--- config.mk ---
export PLATFORM = sky130hd
export DESIGN_NAME = muon_pulse_gen
export DESIGN_NICKNAME = d
export VERILOG_FILES = /design/src/rtl/muon_pkg.sv /design/src/rtl/muon_lfsr16.sv /design/src/rtl/muon_pulse_gen.sv
export SDC_FILE = /design/constraint.sdc
export NUM_CORES = 1
export LEC_CHECK = 0
export CORE_ASPECT_RATIO = 0.9
export CORE_UTILIZATION = 40
export CTS_BUF_LIST = sky130_fd_sc_hd__clkbuf_8
export DETAILED_ROUTE_END_ITERATION = 7
export GPL_TIMING_DRIVEN = 0
export PLACE_DENSITY = 0.68
export SLEW_MARGIN = 20
export SYNTH_ARGS = -nofsm -noshare
export SYNTH_HDL_FRONTEND = slang
export SYNTH_HIERARCHICAL = 1
export SYNTH_SLANG_ARGS = --single-unit
--- constraint.sdc ---
create_clock -name clk -period 3.15 [get_ports clk]
set_input_delay 0.4725 -clock clk [delete_from_list [all_inputs] [get_ports clk]]
set_output_delay 0.4725 -clock clk [all_outputs]
set_load 0.03 [all_outputs]
--- src/rtl/muon_pkg.sv ---
// Shared constants and types for the muon detector-pulse generator.
package muon_pkg;

    // Default timing and field widths
    localparam int unsigned DEF_PULSE_CYCLES = 15;
    localparam int unsigned DEF_GAP_CYCLES   = 50;
    localparam int unsigned DEF_DELAY_W      = 16;
    localparam int unsigned DEF_COUNT_W      = 8;

    // Event-type encoding on the mode input
    localparam logic [1:0] MODE_A          = 2'd0;
    localparam logic [1:0] MODE_B          = 2'd1;
    localparam logic [1:0] MODE_ABC        = 2'd2;
    localparam logic [1:0] MODE_AB_TIMEOUT = 2'd3;

    // Pseudo-random decay LFSR: x^16+x^14+x^13+x^11+1, right-shifting Fibonacci form
    localparam int unsigned LFSR_W    = 16;
    localparam logic [15:0] LFSR_SEED = 16'hACE1;
    localparam logic [15:0] LFSR_TAPS = 16'h002D;

    typedef enum logic [2:0] {
        IDLE     = 3'd0,
        GAP      = 3'd1,
        PULSE_AB = 3'd2,
        WAIT_C   = 3'd3,
        PULSE_C  = 3'd4,
        NEXT     = 3'd5
    } state_t;

endpackage

--- src/rtl/muon_lfsr16.sv ---
// 16-bit Fibonacci LFSR; steps once per enable, reloads its seed on reset.
module muon_lfsr16
    import muon_pkg::*;
(
    input  logic              clk,
    input  logic              rst_n,
    input  logic              enable,
    output logic [LFSR_W-1:0] state
);

    // Shift right, feeding the tap parity into the MSB; a nonzero seed never reaches zero
    always_ff @(posedge clk or negedge rst_n) begin
        if (!rst_n) begin
            state <= LFSR_SEED;
        end else if (enable) begin
            state <= {^(state & LFSR_TAPS), state[LFSR_W-1:1]};
        end
    end

endmodule

--- src/rtl/muon_pulse_gen.sv ---
// Programmable A/B/C detector-pulse burst generator for front-end self-test.
// Optional macro MUON_PULSE_GEN_LFSR_EN masks the C delay with a 16-bit LFSR.
module muon_pulse_gen
    import muon_pkg::*;
#(
    parameter int unsigned PULSE_CYCLES = DEF_PULSE_CYCLES,
    parameter int unsigned GAP_CYCLES   = DEF_GAP_CYCLES,
    parameter int unsigned DELAY_W      = DEF_DELAY_W,
    parameter int unsigned COUNT_W      = DEF_COUNT_W
) (
    input  logic               clk,
    input  logic               rst_n,
    input  logic               start,
    input  logic               abort,
    input  logic [1:0]         mode,
    input  logic [DELAY_W-1:0] delay,
    input  logic [COUNT_W-1:0] count,
    output logic               pulse_a,
    output logic               pulse_b,
    output logic               pulse_c,
    output logic               busy,
    output logic               done,
    output logic [COUNT_W-1:0] events_sent
);

    localparam logic [DELAY_W-1:0] GAP_LAST   = DELAY_W'(GAP_CYCLES - 1);
    localparam logic [DELAY_W-1:0] PULSE_LAST = DELAY_W'(PULSE_CYCLES - 1);

    state_t             state_q, state_d;
    logic [DELAY_W-1:0] cnt_q, cnt_d;
    logic [1:0]         mode_q, mode_d;
    logic [DELAY_W-1:0] delay_q, delay_d;
    logic [COUNT_W-1:0] count_q, count_d;
    logic [COUNT_W-1:0] events_d;
    logic               pulse_a_d, pulse_b_d, pulse_c_d, busy_d, done_d;
    logic [DELAY_W-1:0] c_delay;

`ifdef MUON_PULSE_GEN_LFSR_EN
    logic              lfsr_step;
    logic [LFSR_W-1:0] lfsr;

    // Advance the LFSR on every entry into PULSE_AB
    assign lfsr_step = (state_q == GAP) && (cnt_q == GAP_LAST) && !abort;

    muon_lfsr16 u_lfsr (
        .clk    (clk),
        .rst_n  (rst_n),
        .enable (lfsr_step),
        .state  (lfsr)
    );

    // Pseudo-random decay time, never larger than the latched delay
    assign c_delay = delay_q & DELAY_W'(lfsr);
`else
    // Fixed decay time
    assign c_delay = delay_q;
`endif

    // State, cycle counter, latched configuration and registered outputs
    always_ff @(posedge clk or negedge rst_n) begin
        if (!rst_n) begin
            state_q     <= IDLE;
            cnt_q       <= '0;
            mode_q      <= MODE_A;
            delay_q     <= '0;
            count_q     <= '0;
            pulse_a     <= 1'b0;
            pulse_b     <= 1'b0;
            pulse_c     <= 1'b0;
            busy        <= 1'b0;
            done        <= 1'b0;
            events_sent <= '0;
        end else begin
            state_q     <= state_d;
            cnt_q       <= cnt_d;
            mode_q      <= mode_d;
            delay_q     <= delay_d;
            count_q     <= count_d;
            pulse_a     <= pulse_a_d;
            pulse_b     <= pulse_b_d;
            pulse_c     <= pulse_c_d;
            busy        <= busy_d;
            done        <= done_d;
            events_sent <= events_d;
        end
    end

    // Next-state, counter and output decode
    always_comb begin
        state_d  = state_q;
        cnt_d    = cnt_q;
        mode_d   = mode_q;
        delay_d  = delay_q;
        count_d  = count_q;
        events_d = events_sent;
        busy_d   = busy;
        done_d   = 1'b0;

        case (state_q)
            IDLE: begin
                if (start && (count != '0)) begin
                    mode_d   = mode;
                    delay_d  = delay;
                    count_d  = count;
                    events_d = '0;
                    busy_d   = 1'b1;
                    cnt_d    = '0;
                    state_d  = GAP;
                end
            end
            GAP: begin
                if (cnt_q == GAP_LAST) begin
                    cnt_d   = '0;
                    state_d = PULSE_AB;
                end else begin
                    cnt_d = cnt_q + DELAY_W'(1);
                end
            end
            PULSE_AB: begin
                if (cnt_q == PULSE_LAST) begin
                    cnt_d = '0;
                    if (mode_q != MODE_ABC) begin
                        state_d = NEXT;
                    end else if (c_delay == '0) begin
                        state_d = PULSE_C;
                    end else begin
                        state_d = WAIT_C;
                    end
                end else begin
                    cnt_d = cnt_q + DELAY_W'(1);
                end
            end
            WAIT_C: begin
                // Only entered with a nonzero delay, so delay-1 cannot underflow
                if (cnt_q == (c_delay - DELAY_W'(1))) begin
                    cnt_d   = '0;
                    state_d = PULSE_C;
                end else begin
                    cnt_d = cnt_q + DELAY_W'(1);
                end
            end
            PULSE_C: begin
                if (cnt_q == PULSE_LAST) begin
                    cnt_d   = '0;
                    state_d = NEXT;
                end else begin
                    cnt_d = cnt_q + DELAY_W'(1);
                end
            end
            NEXT: begin
                events_d = events_sent + COUNT_W'(1);
                if (events_d == count_q) begin
                    done_d  = 1'b1;
                    busy_d  = 1'b0;
                    state_d = IDLE;
                end else begin
                    state_d = GAP;
                end
            end
            default: begin
                busy_d  = 1'b0;
                state_d = IDLE;
            end
        endcase

        // Abort discards the event in flight without counting it
        if ((state_q != IDLE) && abort) begin
            state_d  = IDLE;
            cnt_d    = '0;
            busy_d   = 1'b0;
            done_d   = 1'b0;
            events_d = events_sent;
        end

        // Pulses track the upcoming state so they line up with it exactly
        pulse_a_d = (state_d == PULSE_AB) && (mode_q != MODE_B);
        pulse_b_d = (state_d == PULSE_AB) && (mode_q != MODE_A);
        pulse_c_d = (state_d == PULSE_C);
    end

endmodule

# After elaboration in Yosys (flattened, before gate mapping)
# Cells that the tools add are included.
op_classes:
  bitwise_logic: 1
  div_mod_pow: 0
  mux: 25
  shifts: 0
  addsub: 3
  reduce_logical: 17
  multipliers: 0
  order_cmp: 0
  n_eq_ne: 17
op_table:
  columns: ["operator", "n"]
  rows:
  - ["16-bit 2-to-1 mux", 5]
  - ["16-bit one-hot mux with 4 select lines", 1]
  - ["3-bit 2-to-1 mux", 8]
  - ["3-bit one-hot mux with 6 select lines", 1]
  - ["16-bit by 1-bit adder with 16-bit output (second input constant)", 1]
  - ["16-bit == test", 1]
  - ["16-bit by 4-bit == test with 1-bit output (second input constant)", 1]
  - ["16-bit by 6-bit == test with 1-bit output (second input constant)", 1]
  - ["16-bit zero test", 1]
  - ["8-bit one-hot mux with 2 select lines", 1]
  - ["16-bit by 1-bit subtractor with 16-bit output (second input constant)", 1]
  - ["3-bit by 2-bit == test with 1-bit output (second input constant)", 3]
  - ["3-bit == test (second input constant)", 3]
  - ["8-bit by 1-bit adder with 8-bit output (second input constant)", 1]
  - ["8-bit == test", 1]
  - ["8-bit 2-to-1 mux", 1]
  - ["8-bit nonzero test", 1]
  - ["1-bit 2-to-1 mux", 7]
  - ["3-bit != test (second input constant)", 2]
  - ["3-bit AND reduction", 2]
  - ["5-bit nonzero test", 1]
  - ["1-bit logical AND", 4]
  - ["2-bit by 1-bit != test with 1-bit output (second input constant)", 2]
  - ["2-bit != test (second input constant)", 2]
  - ["9 further kinds", 11]
word_totals:
  romBits: 0
  output_inout_bits: 13
  latchBits: 0
  ramBits: 0
  register_bits: 58
  mem_count: 0

# Logic depth before layout (Yosys ltp)
logic_depth:
  ltp_word: 8
  mapped_depth: 12

# Worst setup path before layout
# No wires, ideal clock.
synth_path:
  path_kind: "flip-flop to flip-flop"
  from: "register delay_q[7], in the netlist c_delay[7]"
  to: "register cnt_q[7]"
  stages_incl_launch_ff: 11
  arrival_time_ps: 2616
  n_path_buf: 2
  synth_period_minus_slack_ps: 2754
  path_slack_ps: 396
  path_cell_list: "dfrtp_1 -> or3_1 -> or4b_1 -> a211o_1 -> a211oi_2 -> nand4_2 -> a21bo_1 -> buf_6 -> buf_6 -> a31oi_1 -> a31oi_1"
synth_via:
  elab_chain_cells: 5
synth_lines:
  columns: ["element", "line", "rtl"]
  rows:
  - ["start, declared", "muon_pulse_gen.sv:32", "logic [DELAY_W-1:0] delay_q, delay_d;"]
  - ["start signal, assigned", "muon_pulse_gen.sv:77", "delay_q <= delay_d;"]
  - ["16-bit by 1-bit subtractor with 16-bit output", "muon_pulse_gen.sv:135", "if (cnt_q == (c_delay - DELAY_W'(1))) begin"]
  - ["16-bit == test", "muon_pulse_gen.sv:135", null]
  - ["16-bit 2-to-1 mux", "muon_pulse_gen.sv:135", null]
  - ["16-bit one-hot mux with 4 select lines", "muon_pulse_gen.sv:99", "case (state_q)"]
  - ["16-bit 2-to-1 mux", "muon_pulse_gen.sv:167", "if ((state_q != IDLE) && abort) begin"]
  - ["end signal, assigned", "muon_pulse_gen.sv:75", "cnt_q <= cnt_d;"]
  - ["end, declared", "muon_pulse_gen.sv:30", "logic [DELAY_W-1:0] cnt_q, cnt_d;"]
# Every way passes these cells.
# A chain may end at the register's enable or synchronous reset.

# Final worst setup path
layout_path:
  from: "register delay_q[7], in the netlist c_delay[7]"
  to: "register cnt_q[10]"
# The elaborated chain is that of the path after synthesis.

==> impl_metrics.prom <==
# TYPE chip_impl_metric gauge
chip_impl_info{name="criticalPathCategory",value="flop to flop"} 1
chip_impl_info{name="layout_common_cells",value="sky130_fd_sc_hd__dfrtp_1 (57), sky130_fd_sc_hd__clkdlybuf4s50_1 (40), sky130_fd_sc_hd__nand2_1 (32), sky130_fd_sc_hd__nor2_1 (28), sky130_fd_sc_hd__mux2_2 (26)"} 1
chip_impl_metric{name="htree_levels",unit=""} 3
chip_impl_metric{name="total_congestion_overflow",unit=""} 0
chip_impl_metric{name="max_slew_margin",unit=""} 0.3231
chip_impl_metric{name="asyncSetResetFlopFracSynth",unit=""} 1.000
chip_impl_metric{name="grtUsageTotal",unit=""} 0.1983
chip_impl_metric{name="layout_fillers",unit=""} 820
chip_impl_metric{name="vdd.ir_drop.worst",unit="uV"} 375.6
chip_impl_info{name="status",value="finished, final reports clean"} 1
chip_impl_metric{name="numPortBuffers",unit=""} 41
chip_impl_metric{name="worst_slew_pin_slew",unit="ns"} 1.002
chip_impl_metric{name="multi_input_comb_area",unit="um2"} 1956
chip_impl_metric{name="period_minus_slack",unit="ns"} 3.035
chip_impl_metric{name="num_antenna_cells",unit=""} 0
chip_impl_metric{name="drt_iter0_markers",unit=""} 197
chip_impl_metric{name="cts-buffers-inserted",unit=""} 9
chip_impl_metric{name="gp_congestion",unit=""} 0.8335
chip_impl_metric{name="pin_count",unit=""} 43
chip_impl_metric{name="final-max-slew-violation-count",unit=""} 0
chip_impl_metric{name="max_cap_viol_count",unit=""} 0
chip_impl_info{name="timing.hold.worst.class",value="primary input to async pin"} 1
chip_impl_metric{name="insertion_delay",unit="ns"} 0.34
chip_impl_metric{name="dp_cells",unit=""} 539
chip_impl_metric{name="start_util",unit=""} 0.4115
chip_impl_metric{name="yosys.cell_types.count",unit=""} 53
chip_impl_metric{name="drt_first_pass_iters",unit=""} 5
chip_impl_metric{name="drt-vias-per-instance",unit=""} 5.525
chip_impl_metric{name="maximum_root_to_sink_buffer_count",unit=""} 2
chip_impl_metric{name="place.detailed.hpwl",unit="um"} 6334
chip_impl_metric{name="pwr_density",unit="nW/um2"} 687.6
chip_impl_metric{name="synthesis.instances",unit=""} 378
chip_impl_metric{name="synth.ff_latch_count",unit=""} 58
chip_impl_metric{name="antenna_found_initial",unit=""} 0
chip_impl_metric{name="num_rows",unit=""} 32
chip_impl_info{name="tritoncts_clock_tree",value="built"} 1
chip_impl_metric{name="timing.final.setup_violations",unit=""} 0
chip_impl_metric{name="share_of_post_route_cells_with_drive_strength_above_1",unit=""} 0.1367
chip_impl_metric{name="first_pass_grt_wire_length",unit="um"} 14150
chip_impl_metric{name="critPathRequiredTime",unit="ns"} 3.33
chip_impl_info{name="layout_commonest_cell",value="sky130_fd_sc_hd__dfrtp_1"} 1
chip_impl_info{name="ctsRootBufferMaster",value="sky130_fd_sc_hd__clkbuf_8"} 1
chip_impl_metric{name="power_leakage",unit="nW"} 1.790
chip_impl_info{name="end_kind",value="flop"} 1
chip_impl_metric{name="fmax",unit="GHz"} 0.3294
chip_impl_metric{name="finalWirelength",unit="um"} 8577
chip_impl_info{name="reg_to_reg_start",value="c_delay[7]"} 1
chip_impl_metric{name="clkSinkCount",unit=""} 58
chip_impl_metric{name="cts.clk_slew.worst_paths",unit="ns"} 0.07
chip_impl_metric{name="mappedNetlistArea",unit="um2"} 3526
chip_impl_metric{name="syn-num-nets",unit=""} 413
chip_impl_metric{name="timing.reg2reg.setup_slack",unit="ns"} 0.11
chip_impl_info{name="startpoint_type",value="flop"} 1
chip_impl_metric{name="first_global_vias",unit=""} 2880
chip_impl_metric{name="drt-wirelength-per-cell",unit="um"} 15.37
chip_impl_metric{name="ant_nets",unit=""} 0
chip_impl_metric{name="worst-endpoint-arrival",unit="ns"} 3.22
chip_impl_metric{name="final-instance-count-excl-fill",unit=""} 558
chip_impl_metric{name="overall_die_height",unit="um"} 91.07
chip_impl_metric{name="largest_driver_fanout_on_the_critical_path",unit=""} 10
chip_impl_metric{name="regArea",unit="um2"} 1453
chip_impl_info{name="yosys_most_used_dff",value="sky130_fd_sc_hd__dfrtp_1"} 1
chip_impl_metric{name="number_of_cell_instances_on_the_worst_register_to_register_path",unit=""} 10
chip_impl_metric{name="postSynthAreaPerCell",unit="um2"} 9.328
chip_impl_metric{name="fp.dieArea",unit="um2"} 9195
chip_impl_metric{name="fp.dieW",unit="um"} 101.0
chip_impl_metric{name="via_count",unit=""} 3083
chip_impl_info{name="most_area_consuming_cells_after_synthesis",value="sky130_fd_sc_hd__dfrtp_1 (41%), sky130_fd_sc_hd__mux2_2 (8.3%), sky130_fd_sc_hd__xnor2_1 (4.7%)"} 1
chip_impl_metric{name="hold_viol",unit=""} 0
chip_impl_metric{name="yosys.area.top_type_share",unit=""} 0.4116
chip_impl_info{name="critical_r2r_capture",value="cnt_q[10]"} 1
chip_impl_metric{name="hold_ws",unit="ns"} 0.5228
chip_impl_metric{name="largest_net_degree_at_the_start_of_global_routing",unit=""} 48
chip_impl_metric{name="synth.yosys.seq_area_share",unit=""} 0.4116
chip_impl_metric{name="design.core.area",unit="um2"} 8568
chip_impl_info{name="unrepaired_setup_endpoints_after_global_routing",value="yes"} 1
chip_impl_metric{name="finalCritPeriodShare",unit=""} 0.9636
chip_impl_info{name="synth_top_cell_by_area",value="sky130_fd_sc_hd__dfrtp_1"} 1
chip_impl_metric{name="ys_warn_count",unit=""} 6
chip_impl_metric{name="finish.net_count",unit=""} 469
chip_impl_metric{name="syn2layout_area_growth",unit="%"} 23.53
chip_impl_metric{name="worst_skew",unit="ns"} 0.01372
chip_impl_metric{name="synth_enable_flop_cells",unit=""} 0
chip_impl_metric{name="drcViolationCount",unit=""} 0
==> metal layers <==
metal / vias to the layer above / routed length, um / track usage
li1: 1502 / - / -
met1: 1486 / 4130 / 0.2785
met2: 87 / 3968 / 0.3054
met3: 8 / 410 / 0.04619
met4: 0 / 68 / 0.05435
met5: - / 0 / 0
==> Yosys cell counts, types with 2 or more instances <==
library cell and instances:
sky130_fd_sc_hd__a21boi_0 2, sky130_fd_sc_hd__xor2_1 13, sky130_fd_sc_hd__o211ai_1 2, sky130_fd_sc_hd__a21oi_1 13, sky130_fd_sc_hd__nand3b_1 3, sky130_fd_sc_hd__dfrtp_1 58, sky130_fd_sc_hd__nand2_1 32, sky130_fd_sc_hd__o31ai_1 3
sky130_fd_sc_hd__a31oi_1 22, sky130_fd_sc_hd__nor2_1 28, sky130_fd_sc_hd__o211a_1 2, sky130_fd_sc_hd__o21ai_0 19, sky130_fd_sc_hd__clkbuf_1 16, sky130_fd_sc_hd__nor3b_1 5, sky130_fd_sc_hd__or3_1 3, sky130_fd_sc_hd__buf_6 2
sky130_fd_sc_hd__and3_1 11, sky130_fd_sc_hd__nor2b_1 5, sky130_fd_sc_hd__a31o_2 2, sky130_fd_sc_hd__a211oi_1 2, sky130_fd_sc_hd__o41ai_1 3, sky130_fd_sc_hd__nor4_1 10, sky130_fd_sc_hd__inv_1 12, sky130_fd_sc_hd__xnor2_1 19
sky130_fd_sc_hd__nand4_1 5, sky130_fd_sc_hd__ha_1 5, sky130_fd_sc_hd__nor3_1 8, sky130_fd_sc_hd__nand2b_1 2, sky130_fd_sc_hd__mux2_2 26, sky130_fd_sc_hd__nand3_1 22
==> final cells by class <==
| class | count | share of cell area |
|---|---|---|
| timing repair buffer | 45 | 0.1057 |
| clock inverter | 7 | 0.01781 |
| clock buffer | 9 | 0.02844 |
| multi-input combinational | 288 | 0.4490 |
| sequential | 58 | 0.3335 |
| tap | 119 | 0.03419 |
| buffer | 20 | 0.02097 |
| inverter | 12 | 0.01034 |
==> metrics by stage <==
step	setup TNS, ns	setup slack (ns)	total power, W	util	area, um2
finish	0	0.1146	0.002995	0.5083	4355
CTS	0	0.05869	0.002991	0.5044	4322
detailed placement	0	0.07842	0.002286	0.4797	4110
floorplan	0	0.3956	0.001968	-	3526
global route	-0.005249	-0.005249	0.003197	0.5083	4355
global placement	-19.47	-0.3390	0.002233	0.4768	4085
==> cell families (layout without fill, tap and decap cells) <==
| logic type | Yosys count | in the layout | synth area share |
|---|---|---|---|
| flops | 58 | 58 | 0.4116 |
| compound gates | 81 | 81 | 0.1529 |
| fa+ha+maj | 5 | 5 | 0.01774 |
| simple gates | 142 | 142 | 0.2069 |
| buf+inv | 32 | 93 | 0.03868 |
| mux | 27 | 27 | 0.08588 |
| xor+xnor | 33 | 33 | 0.08623 |
==> report_power, final <==
part	total [W]	switching (W)	internal (W)	leakage, nW
combinational	0.00110	0.000549	0.000556	0.947
sequential	0.00120	0.000255	0.000942	0.743
clock	0.000693	0.000323	0.000370	0.0998
==> worst max-delay path, stage by stage, from the launching register on <==
cell and delay (ns):
sky130_fd_sc_hd__dfrtp_2 0.44, sky130_fd_sc_hd__or3_1 0.41, sky130_fd_sc_hd__or4b_1 0.52, sky130_fd_sc_hd__a211o_1 0.33, sky130_fd_sc_hd__a211oi_2 0.23, sky130_fd_sc_hd__nand4_2 0.21, sky130_fd_sc_hd__a21bo_1 0.23, sky130_fd_sc_hd__buf_6 0.13
sky130_fd_sc_hd__buf_2 0.19, sky130_fd_sc_hd__nand2_1 0.08, sky130_fd_sc_hd__a31oi_1 0.09
==> worst max-delay path by stage <==
stage          startpoint          to  slack [ns]  cells past startpoint
6_report       c_delay[7]   cnt_q[10]        0.11                     10
2_1_floorplan  c_delay[7]    cnt_q[7]        0.40                     10
3_3_place_gp        rst_n  c_delay[5]       -0.34                      1
4_1_cts        c_delay[7]   cnt_q[10]        0.06                     10
3_5_place_dp   c_delay[7]   cnt_q[10]        0.08                     10
5_1_grt        c_delay[7]   cnt_q[12]      -0.005                     10
==> registers in the layout, summed over array words and instances, names as in the netlist <==
signal / flops
mode_q: 2
state_q: 3
pulse_b: 1
count_q: 8
pulse_a: 1
busy: 1
events_sent: 8
c_delay: 16
cnt_q: 16
pulse_c: 1
done: 1
==> what timing repair did <==
action / CTS / global route
hold buffers: 1 / 0
gates resized for setup: 0 / 5
endpoints found under the setup margin: 0 / 14
setup buffers: 0 / 2
hold endpoints to repair: 11 / 0
No activity file was read; power rests on OpenSTA's default activity.
